**config.mk**
```make
export PLATFORM = sky130hd
export DESIGN_NAME = led_result_flat
export DESIGN_NICKNAME = d
export VERILOG_FILES = /design/src/rtl/led_result_if.sv /design/src/rtl/led_result.sv /design/src/flat_wrapper.sv
export SDC_FILE = /design/constraint.sdc
export NUM_CORES = 1
export LEC_CHECK = 0
export ABC_AREA = 1
export BUFFER_PORTS_ARGS = -buffer_cell sky130_fd_sc_hd__buf_2
export CELL_PAD_IN_SITES_DETAIL_PLACEMENT = 1
export CELL_PAD_IN_SITES_GLOBAL_PLACEMENT = 2
export CORE_UTILIZATION = 30
export CTS_BUF_LIST = sky130_fd_sc_hd__clkbuf_16
export DETAILED_ROUTE_END_ITERATION = 8
export PLACE_DENSITY = 0.86
export REMOVE_ABC_BUFFERS = 1
export SYNTH_ARGS = -nofsm -noshare
export SYNTH_HDL_FRONTEND = slang
export SYNTH_SLANG_ARGS = --single-unit
```
**constraint.sdc**
```tcl
create_clock -name clk_i -period 1.4 [get_ports clk_i]
set_input_delay 0.28 -clock clk_i [delete_from_list [all_inputs] [get_ports clk_i]]
set_output_delay 0.28 -clock clk_i [all_outputs]
set_load 0.02 [all_outputs]
```
**src/rtl/led_result_if.sv**
```systemverilog
// Wheel-to-LED result bus: the position and run flag in, the LED drive and win flag out.
interface led_result_if;
  logic       tick_i;
  logic [2:0] pos_i;
  logic       running_i;
  logic [7:0] led_o;
  logic       win_o;

  modport master (
    output tick_i,
    output pos_i,
    output running_i,
    input  led_o,
    input  win_o
  );

  modport slave (
    input  tick_i,
    input  pos_i,
    input  running_i,
    output led_o,
    output win_o
  );
endinterface

```
**src/rtl/led_result.sv**
```systemverilog
// Result display for the LED wheel: follow, blink the stop position, then hold it.
// Optional LED_RESULT_TRAIL_EN adds a two-LED trail while the wheel runs.
module led_result #(
  parameter int BLINK_TICKS = 2000,
  parameter int BLINK_COUNT = 3
) (
  input logic         clk_i,
  input logic         rst_i,
  led_result_if.slave io
);

  localparam int TW = $clog2(BLINK_TICKS + 1);
  localparam int CW = $clog2(2 * BLINK_COUNT + 1);
  localparam logic [TW-1:0] TICK_LAST = TW'(BLINK_TICKS - 1);
  localparam logic [CW-1:0] TOG_LAST  = CW'(2 * BLINK_COUNT - 1);

  localparam logic [1:0] S_IDLE  = 2'd0;
  localparam logic [1:0] S_RUN   = 2'd1;
  localparam logic [1:0] S_BLINK = 2'd2;
  localparam logic [1:0] S_HOLD  = 2'd3;

  logic [1:0]    state_q;
  logic          running_q;
  logic [2:0]    res_q;
  logic [TW-1:0] tick_q;
  logic [CW-1:0] tog_q;
  logic          phase_q;
  logic [7:0]    led_q;
  logic          win_q;
  logic [7:0]    run_led;
  logic          stop;

  function automatic logic [7:0] dec(input logic [2:0] p);
    logic [7:0] one;
    one = 8'd1;
    return one << p;
  endfunction

  assign stop = running_q & ~io.running_i;

`ifdef LED_RESULT_TRAIL_EN
  logic [2:0] pos_q;
  logic [2:0] prev_q;

  always_ff @(posedge clk_i or posedge rst_i) begin
    if (rst_i) begin
      pos_q  <= 3'd0;
      prev_q <= 3'd0;
    end else if (io.pos_i != pos_q) begin
      prev_q <= pos_q;
      pos_q  <= io.pos_i;
    end
  end

  // On the cycle of a change pos_q still holds the position being left
  assign run_led = dec(io.pos_i)
                 | dec((io.pos_i != pos_q) ? pos_q : prev_q);
`else
  assign run_led = dec(io.pos_i);
`endif

  always_ff @(posedge clk_i or posedge rst_i) begin
    if (rst_i) begin
      state_q   <= S_IDLE;
      running_q <= 1'b0;
      res_q     <= 3'd0;
      tick_q    <= '0;
      tog_q     <= '0;
      phase_q   <= 1'b0;
      led_q     <= 8'd0;
      win_q     <= 1'b0;
    end else begin
      running_q <= io.running_i;
      unique case (state_q)
        S_IDLE: begin
          led_q <= 8'd0;
          win_q <= 1'b0;
          if (io.running_i) begin
            state_q <= S_RUN;
            led_q   <= run_led;
          end
        end
        S_RUN: begin
          win_q <= 1'b0;
          if (stop) begin
            state_q <= S_BLINK;
            res_q   <= io.pos_i;
            tick_q  <= '0;
            tog_q   <= '0;
            phase_q <= 1'b1;
            led_q   <= dec(io.pos_i);
          end else begin
            led_q <= run_led;
          end
        end
        S_BLINK: begin
          // A restart wins over a phase toggle on the same cycle
          if (io.running_i) begin
            state_q <= S_RUN;
            win_q   <= 1'b0;
            led_q   <= run_led;
          end else if (io.tick_i) begin
            if (tick_q == TICK_LAST) begin
              tick_q  <= '0;
              phase_q <= ~phase_q;
              tog_q   <= tog_q + CW'(1);
              if (tog_q == TOG_LAST) begin
                state_q <= S_HOLD;
                win_q   <= 1'b1;
                led_q   <= dec(res_q);
              end else begin
                led_q <= phase_q ? 8'd0 : dec(res_q);
              end
            end else begin
              tick_q <= tick_q + TW'(1);
            end
          end
        end
        S_HOLD: begin
          if (io.running_i) begin
            state_q <= S_RUN;
            win_q   <= 1'b0;
            led_q   <= run_led;
          end else begin
            win_q <= 1'b1;
            led_q <= dec(res_q);
          end
        end
        default: state_q <= S_IDLE;
      endcase
    end
  end

  assign io.led_o = led_q;
  assign io.win_o = win_q;

endmodule

```
**src/flat_wrapper.sv**
```systemverilog
// flat-port wrapper written by rule: the top's interface ports become plain ports
module led_result_flat 
#(
  parameter int BLINK_TICKS = 2000,
  parameter int BLINK_COUNT = 3
)
  (clk_i, rst_i, io_tick_i, io_pos_i, io_running_i, io_led_o, io_win_o);
  led_result_if io_i ();
  input logic clk_i;
  input logic rst_i;
  input wire logic [$bits(io_i.tick_i)-1:0] io_tick_i;
  input wire logic [$bits(io_i.pos_i)-1:0] io_pos_i;
  input wire logic [$bits(io_i.running_i)-1:0] io_running_i;
  output wire logic [$bits(io_i.led_o)-1:0] io_led_o;
  output wire logic [$bits(io_i.win_o)-1:0] io_win_o;
  assign io_i.tick_i = io_tick_i;
  assign io_i.pos_i = io_pos_i;
  assign io_i.running_i = io_running_i;
  assign io_led_o = io_i.led_o;
  assign io_win_o = io_i.win_o;
  led_result #(.BLINK_TICKS(BLINK_TICKS), .BLINK_COUNT(BLINK_COUNT)) u_core (.clk_i(clk_i), .rst_i(rst_i), .io(io_i));
endmodule
```
; After elaboration in Yosys (flattened, before gate mapping)
; Index checks and enable logic that the tools add are counted.
[op_classes]
n_addsub = 2
n_eq_ne = 13
shift = 2
muxes = 36
bitwise_logic = 3
n_reduce_logical = 10
[ops]
columns = cell, count
row1 = 2-to-1 mux 8 bit, 7
row2 = 2-to-1 mux 11 bit, 4
row3 = case mux 8 bit (4 select lines), 1
row4 = case mux 11 bit (2 select lines), 1
row5 = "left shift 1 x 3 -> 8 bit, first input constant", 2
row6 = 2-to-1 mux 2 bit, 6
row7 = 2-to-1 mux 3 bit, 4
row8 = "adder 11 x 1 -> 11 bit, second input constant", 1
row9 = "== test 11 bit, second input constant", 1
row10 = AND reduction 5 bit, 2
row11 = 2-to-1 mux 1 bit, 9
row12 = "!= test 2 x 1 -> 1 bit, second input constant", 3
row13 = "!= test 3 x 2 -> 1 bit, second input constant", 2
row14 = case mux 2 bit (3 select lines), 1
row15 = case mux 3 bit (2 select lines), 1
row16 = "== test 2 bit, second input constant", 2
row17 = "!= test 2 bit, second input constant", 2
row18 = AND reduction 2 bit, 2
row19 = AND reduction 4 bit, 1
row20 = OR reduction 2 bit, 2
row21 = "adder 3 x 1 -> 3 bit, second input constant", 1
row22 = "== test 3 bit, second input constant", 1
row23 = "!= test 3 bit, second input constant", 1
row24 = case mux 1 bit (3 select lines), 1
row25 = other kinds (7), 8
[word_totals]
regBits = 30
output_inout_bits = 9
elab_cells = 74

; Longest topological paths before layout
; Gate-level depths: netlist (run 1).
[depth]
depth_word = 7
depth_mapped = 11

; Worst setup path before layout (run 1)
; No wires, ideal clock.
[synth_timing]
kind = reg-to-reg
startpoint = reg u_core.state_q[1]
endpoint = reg u_core.tick_q[9]
setup_time_ns = 0.113
arrival_ns = 1.430
required_ns = 1.287
path_slack_ns = -0.143
path_stages_with_launch = 10
synth_period_minus_slack_ns = 1.543
path_cell_list = dfrtp_1 -> inv_1 -> ha_1 -> inv_1 -> o21a_1 -> nor2_8 -> buf_6 -> nand3_1 -> nand2_1 -> inv_1
[synth_between]
elab_chain_cells = 3
word_cells_on_any_way = 8
[synth_lines]
columns = item, line_no
row1 = start: declaration, led_result.sv:22  ; logic [1:0] state_q;
row2 = start signal: assignment, led_result.sv:64  ; state_q <= S_IDLE;
row3 = start signal: assignment, led_result.sv:79  ; state_q <= S_RUN;
row4 = start signal: assignment, led_result.sv:86  ; state_q <= S_BLINK;
row5 = == test 2 bit or == test 2 x 1 -> 1 bit (tied branches), led_result.sv:74  ; unique case (state_q)
row6 = "!= test 2 bit (no line), or another cell as far along", n/a
row7 = AND reduction 4 bit (no line), n/a
row8 = end signal: assignment, led_result.sv:115  ; tick_q <= tick_q + TW'(1);
row9 = end: declaration, led_result.sv:25  ; logic [TW-1:0] tick_q;
; Parallel ways exist; a longest one is shown, timed or not.
; A chain may end at the register's enable or synchronous reset.

; Final worst setup path (run 1)
[layout_timing]
startpoint = reg u_core.state_q[1]
endpoint = reg u_core.tick_q[3]
; The elaborated chain is that of the path after synthesis.

==> metrics.yaml, run 1 <==
status: "finished with violations"
failed_checks: "setup timing"
nets: 364
grt_pass1_wl_um: 10700
cts.sinks: 30
synth_warnings: 0
rsz0062_at_grt: "true"
die_w_um: 81.5
power.density_nw_per_um2: 2060
combPwrFrac: 0.617
numCtsBuffers: 5
stdcell_count: 426
arrival_ns: 1.79
synth_area_um2: 1900
irDropWorstVdd_mv: 0.938
num_rows: 28
post-dp-hpwl_um: 3970
synth_common_cells: "82 x nand2_1, 40 x inv_1, 34 x nor2_1, 30 x dfrtp_1, 20 x nand3_1"
insertion_delay_ns: 0.28
crit-reg2reg-launch: "u_core.state_q[1]$_DFFE_PP0P_"
synthSimpleGateAreaFrac: 0.402
crit_chain: "ha_4 > buf_6 > nand2_4 > nand2_4 > nor2_8 > buf_8 > inv_4 > o21ai_2 > nor2_2"
synth_area_leader_cell: "dfrtp_1"
cp.required_ns: 1.56
clkPwrFrac: 0.168
tightest_slew_ns: 0.416
yosysTopAreaCellShare: 0.396
slew_headroom: 0.723
cts_tree: "built"
synth-compound-area-share: 0.0528
final_area_um2: 2980
path_max_fanout: 6
synthAdderAreaFrac: 0.0462
num-fill-cells: 758
dpl_worst_slack_ns: -0.389
grt_max_degree: 31
synth_edf_count: 0
drc: 0
critPathSlowestCell: "dfrtp_2"
diodes: 0
cts.path.max_buffers: 2
routed_wl_um: 6750
die-area_um2: 6640
fin_ws_ns: -0.230
first_pass_iters: 4
p_leak_nw: 1.58
cp-startpoint: "u_core.state_q[1]$_DFFE_PP0P_"
synth.area.mux_share: 0
overflow: 0
synth_area_per_cell_um2: 7.08
antenna_found_initial: 0
drt-initial-drc-count: 67
wl_per_cell_um: 15.9
ys_types: 25
period_needed_ns: 1.63
cap_violations: 0
path_clk_slew_ns: 0.05
swShare: 0.438
place_congestion: 0.869
dp.cells: 401
fin_skew_ns: 0.00636
whs_ns: 0.0852
io-pin-count: 16
crit_path_frequent_cell: "nand2_4"
synth_top_family_by_area: "simple AND/OR/NAND/NOR gates"
start_util: 0.315
crit_type: "register to register"
ant_nets: 0
postSynthCellCount: 268
ys_ff_latch: 30
synth_xor_area_frac: 0.00462
synth_area_leaders: "dfrtp_1 40%, nand2_1 16%, inv_1 7.9%"
grt_usage: 0.216
min_path_type: "primary input to asynchronous set/reset pin"
critical_path.endpoint_type: "register"
htree_levels: 2
die_h_um: 81.5
num_vias: 2113
p_switching_mw: 2.68
grt_pass1_vias: 2216
via_per_inst: 4.96
ys_seq_area_frac: 0.396
drive_gt1_frac: 0.430
max_freq_mhz: 613
fin_crit_sh: 1.16
synth_most_common_cell: "nand2_1"
cpLargestDelayFamily: "flip-flops"
ys.flop_type: "dfrtp_1"
critPathLaunchType: "register"
core_um2: 6030
clockRootBuffer: "clkbuf_16"
numPortBuffers: 15
power.share.sequential: 0.215
syn2layout_area_growth_pct: 56.9
setup_viol: 26
ys_async_sr_fraction: 1.00
cpPeakStageDelay_ns: 0.44
p_int_mw: 3.45
final_hold_viol_count: 0
place_area_um2: 2380
drv_slew: 0
crit_buf_inv: 3
==> flip-flops by register name (all words and copies together), names as in the netlist <==
name,cells
u_core.io.led_o,8
u_core.tog_q,3
u_core.running_q,1
u_core.tick_q,11
u_core.res_q,3
u_core.state_q,2
u_core.io.win_o,1
u_core.phase_q,1
==> worst register-to-register path, cell delays in order, from the launching register on <==
cell and delay [ns]:
dfrtp_2 0.44, ha_4 0.20, buf_6 0.13, nand2_4 0.08, nand2_4 0.06, nor2_8 0.17, buf_8 0.16, inv_4 0.05
o21ai_2 0.16, nor2_2 0.07
==> metrics by stage <==
stage	TNS (ns)	util	power (mW)
after floorplan	-6.43	-	2.76
after global placement	-5.20	0.395	3.69
after detailed placement	-6.62	0.395	3.78
after CTS	-3.32	0.468	5.65
after global routing	-6.31	0.494	6.55
final	-4.64	0.494	6.13
==> repair_timing <==
item,CTS,global route
cloned,2,0
gates resized for setup,59,36
setup endpoints to repair,26,29
hold buffers,0,0
endpoints found under the hold margin,0,0
setup buffers,12,5
pin swaps,13,18
==> worst paths after layout <==
kind | endpoint | slack [ns] | cells past startpoint
max reg2reg | u_core.tick_q[3]$_DFFE_PP0P_ | -0.23 | 9
min reg2reg | u_core.io.led_o[7]$_DFFE_PP0P_ | 0.50 | 2
min | u_core.io.led_o[7]$_DFFE_PP0P_ | 0.09 | 3
max | u_core.tick_q[3]$_DFFE_PP0P_ | -0.23 | 9
min in group clk_i | u_core.running_q$_DFF_PP0_ | 0.22 | 1
max in group asynchronous | u_core.state_q[1]$_DFFE_PP0P_ | 0.99 | 3
==> layout make-up <==
type                       instances  area [µm²]  area share
multi-input combinational        195        1240       0.418
sequential                        30         752       0.253
timing repair buffer              76         582       0.195
inverter                          42         168      0.0563
clock buffer                       5         125      0.0420
tap                               75        93.8      0.0315
clock inverter                     3        11.3     0.00378
==> power by group through the flow <==
stage	logic, mW	clock network [mW]	registers (mW)
2_1_floorplan	1.35	0	1.40
3_3_place_gp	2.42	0	1.27
3_5_place_dp	2.50	0	1.28
4_1_cts	3.31	1.04	1.30
5_1_grt	4.12	1.08	1.35
6_report	3.78	1.03	1.32
==> cell families (layout without fill, tap and decap cells) <==
logic type,Yosys count,in the layout
flip-flops,30,30
XOR/XNOR,1,1
buffers and inverters,45,126
AND/OR/NAND/NOR,166,168
adder cells (fa/ha/maj),7,7
AO/OA/AOI/OAI,19,19
==> routing by layer <==
metal	global-route usage	vias up	wire length, µm
li1	-	1002	-
met2	0.371	42	3540
met4	0.0589	0	131
met1	0.269	1054	2910
met5	0	-	0
met3	0.0489	15	170
==> layout by cell type (no fill, tap or decap), drive strengths merged <==
cell and n:
o21ai 10, clkinv 3, nand4 7, nand2 89, a21oi 7, nor2 39
ha 7, dfrtp 30, o21a 1, clkbuf 5, nand3b 5, inv 42
nand3 21, or2 4, xor2 1, o21bai 1, nor3 3, buf 76
Note: power is estimated with default switching activity, not from simulation.
==> run 2, diff against run 1 <==
- CORE_UTILIZATION: 30 -> 32
- CTS_BUF_LIST: sky130_fd_sc_hd__clkbuf_16 -> sky130_fd_sc_hd__clkbuf_2
- PLACE_DENSITY: 0.86 -> 0.9
==> run 2 against run 1 <==
  * The flow still finishes with violations (setup timing)
  * Critical path type unchanged
  * Utilization increased by 0.49 points
  * Largest cell class unchanged
  * Combinational power decreased by 7.7%
  * Die area decreased by 6.1%
  * First-iteration DRC count increased by 6.0%
  * Critical endpoint is now u_core.io.led_o[3]$_DFFE_PP0P_
  * Power decreased by 15%
  * Clock-buffer cell count increased by 2
  * Sequential share of layout area increased by 1.6 points
==> metrics.yaml, run 2 (same netlist as run 1, synthesis figures left out) <==
status: "finished with violations"
failed_checks: "setup timing"
final_common_cell: "nand2_1"
syn2layout_area_growth_pct: 47.5
mostFrequentLayoutCells: "70 x nand2_1, 42 x buf_4, 32 x inv_1"
top_layer_used: "met4"
die_w_um: 79.0  # -3.1%
setup_tns_ns: -3.45  # +1.19 ns
crit_chain: "buf_6 > ha_4 > buf_4 > buf_4 > nand2_1 > nand2_4 > nand3b_1 > nand3_2 > nand2_1 > inv_1"
drv_slew: 0  # unchanged
diodes: 0  # unchanged
numCtsBuffers: 5  # unchanged
start_util: 0.338  # +0.0235
clockRootBuffer: "clkbuf_2"
finalPower_mw: 5.23  # -15%
tightest_slew_ns: 0.407  # -0.00885 ns
cts.sinks: 30  # unchanged
path_clk_slew_ns: 0.16  # +0.11 ns
utilization: 0.499  # +0.00491
power.density_nw_per_um2: 1870  # -9.3%
cts_tree: "built"
via_per_inst: 4.75  # -4.2%
cpLargestDelayFamily: "simple AND/OR/NAND/NOR gates"
irDropWorstVdd_mv: 1.12  # +19%
setup_viol: 26  # unchanged
fin_crit_sh: 1.14  # -0.0250
min_path_type: "primary input to register"
p_leak_nw: 1.50  # -4.8%
wl_per_cell_um: 14.4  # -9.0%
num-fill-cells: 723  # -4.6%
routed_wl_um: 6030  # -11%
drt-initial-drc-count: 71  # +6.0%
wl_met2_um: 2920  # -17%
r2r_end: "u_core.io.led_o[3]$_DFFE_PP0P_"
critPathLaunchType: "register"
largest-register: "u_core.tick_q"
slew_headroom: 0.729  # +0.00590
fin_ws_ns: -0.195  # +0.0351 ns
grt_pass1_vias: 2078  # -6.2%
arrival_ns: 1.89  # +0.10 ns
fin_skew_ns: 0.00807  # +0.00171 ns
drc: 0  # unchanged
cpPeakStageDelay_ns: 0.43  # about the same
period_needed_ns: 1.60  # -0.0351 ns
ant_nets: 0  # unchanged
m1WireLength_um: 2770  # -4.7%
max_freq_mhz: 627  # +2.2%
grt_pass1_wl_um: 9430  # -12%
critPathSlowestCell: "dfrtp_1"
die-area_um2: 6240  # -6.1%
nets: 360  # -1.1%
htree_levels: 2  # unchanged
hp-start: "io_running_i"
grt_max_degree: 31  # unchanged
hold_depth: 1
post-dp-hpwl_um: 3950  # -0.54%
crit-reg2reg-launch: "u_core.state_q[0]$_DFFE_PP0P_"
path_max_fanout: 8  # +2
grt_usage: 0.196  # -0.0200
cp-startpoint: "u_core.state_q[0]$_DFFE_PP0P_"
num_vias: 1986  # -6.0%
reg2regPathDepth: 10  # +1
r2r_slack_ns: -0.20  # +0.04 ns
crit_buf_inv: 4  # +1
first_pass_iters: 4  # unchanged
core_um2: 5610  # -6.9%
rsz0062_at_grt: "true"
overflow: 0  # unchanged
drive_gt1_frac: 0.416  # -0.0140
numPortBuffers: 15  # unchanged
min_to: "u_core.running_q$_DFF_PP0_"
final_hold_viol_count: 0  # unchanged
crit_type: "register to register"
place_congestion: 0.865  # -0.44%
routed-wl-met3_um: 166  # -2.4%
critical_path.endpoint_type: "register"
num_rows: 27  # -3.6%
cp.required_ns: 1.69  # +0.13 ns
die_h_um: 79.0  # -3.1%
insertion_delay_ns: 0.37  # +0.09 ns
io-pin-count: 16  # unchanged
cts.path.max_buffers: 2  # unchanged
antenna_found_initial: 0  # unchanged
largest_reg_flops: 11  # unchanged
cap_violations: 0  # unchanged
==> run 2: cell types whose count changed in the layout (fill, tap and decap cells not counted), moves of 3 or more <==
cell and delta:
clkbuf_16 -5, clkinv_1 -3, clkbuf_2 +7, inv_4 +3, buf_4 -7, buf_6 +3
==> run 2: area by class of cell <==
cell class / instances / area [µm²] / share of cell area
multi-input combinational: 195 / 1190 / 0.427
sequential: 30 / 752 / 0.269
timing repair buffer: 72 / 558 / 0.199
clock buffer: 7 / 35.0 / 0.0125
inverter: 42 / 168 / 0.0599
tap: 72 / 90.1 / 0.0322
==> run 2: power breakdown <==
part           switching [mW]  leakage [nW]  total, mW  internal, mW
clock network           0.308        0.0291      0.438         0.130
logic                    1.95          1.08       3.49          1.54
registers               0.183         0.396       1.30          1.12
==> run 2: how the worst max path moves through the flow <==
stage / end / slack [ns] / cells after the start
5_1_grt: u_core.io.led_o[4]$_DFFE_PP0P_ / -0.30 / 10
3_3_place_gp: u_core.tick_q[6]$_DFFE_PP0P_ / -0.22 / 10
2_1_floorplan: u_core.io.led_o[1]$_DFFE_PP0P_ / -0.40 / 8
3_5_place_dp: u_core.io.led_o[2]$_DFFE_PP0P_ / -0.31 / 10
6_report: u_core.io.led_o[3]$_DFFE_PP0P_ / -0.20 / 10
4_1_cts: u_core.io.led_o[4]$_DFFE_PP0P_ / -0.19 / 10
==> run 2: per-layer routing <==
metal,up-vias,GRT usage
met5,-,0
met4,0,0.0818
met3,15,0.0333
met2,31,0.335
met1,947,0.241
li1,993,-
==> run 2: metrics by stage <==
stage          area, µm²  hold slack, ns  instances  setup slack (ns)
2_1_floorplan       1870           0.311        265            -0.404
3_3_place_gp        2360           0.388        396            -0.222
3_5_place_dp        2360           0.394        396            -0.313
4_1_cts             2600          0.0820        408            -0.194
5_1_grt             2800          0.0700        418            -0.295
6_report            2800          0.0963        418            -0.195
==> run 2: timing repair <==
action / CTS / global route
buffers inserted: 3 / 9
endpoints found under the setup margin: 26 / 29
pin swaps: 14 / 17
hold endpoints to repair: 30 / 0
hold buffers: 1 / 0
gates cloned: 1 / 1
gates resized for setup: 51 / 34
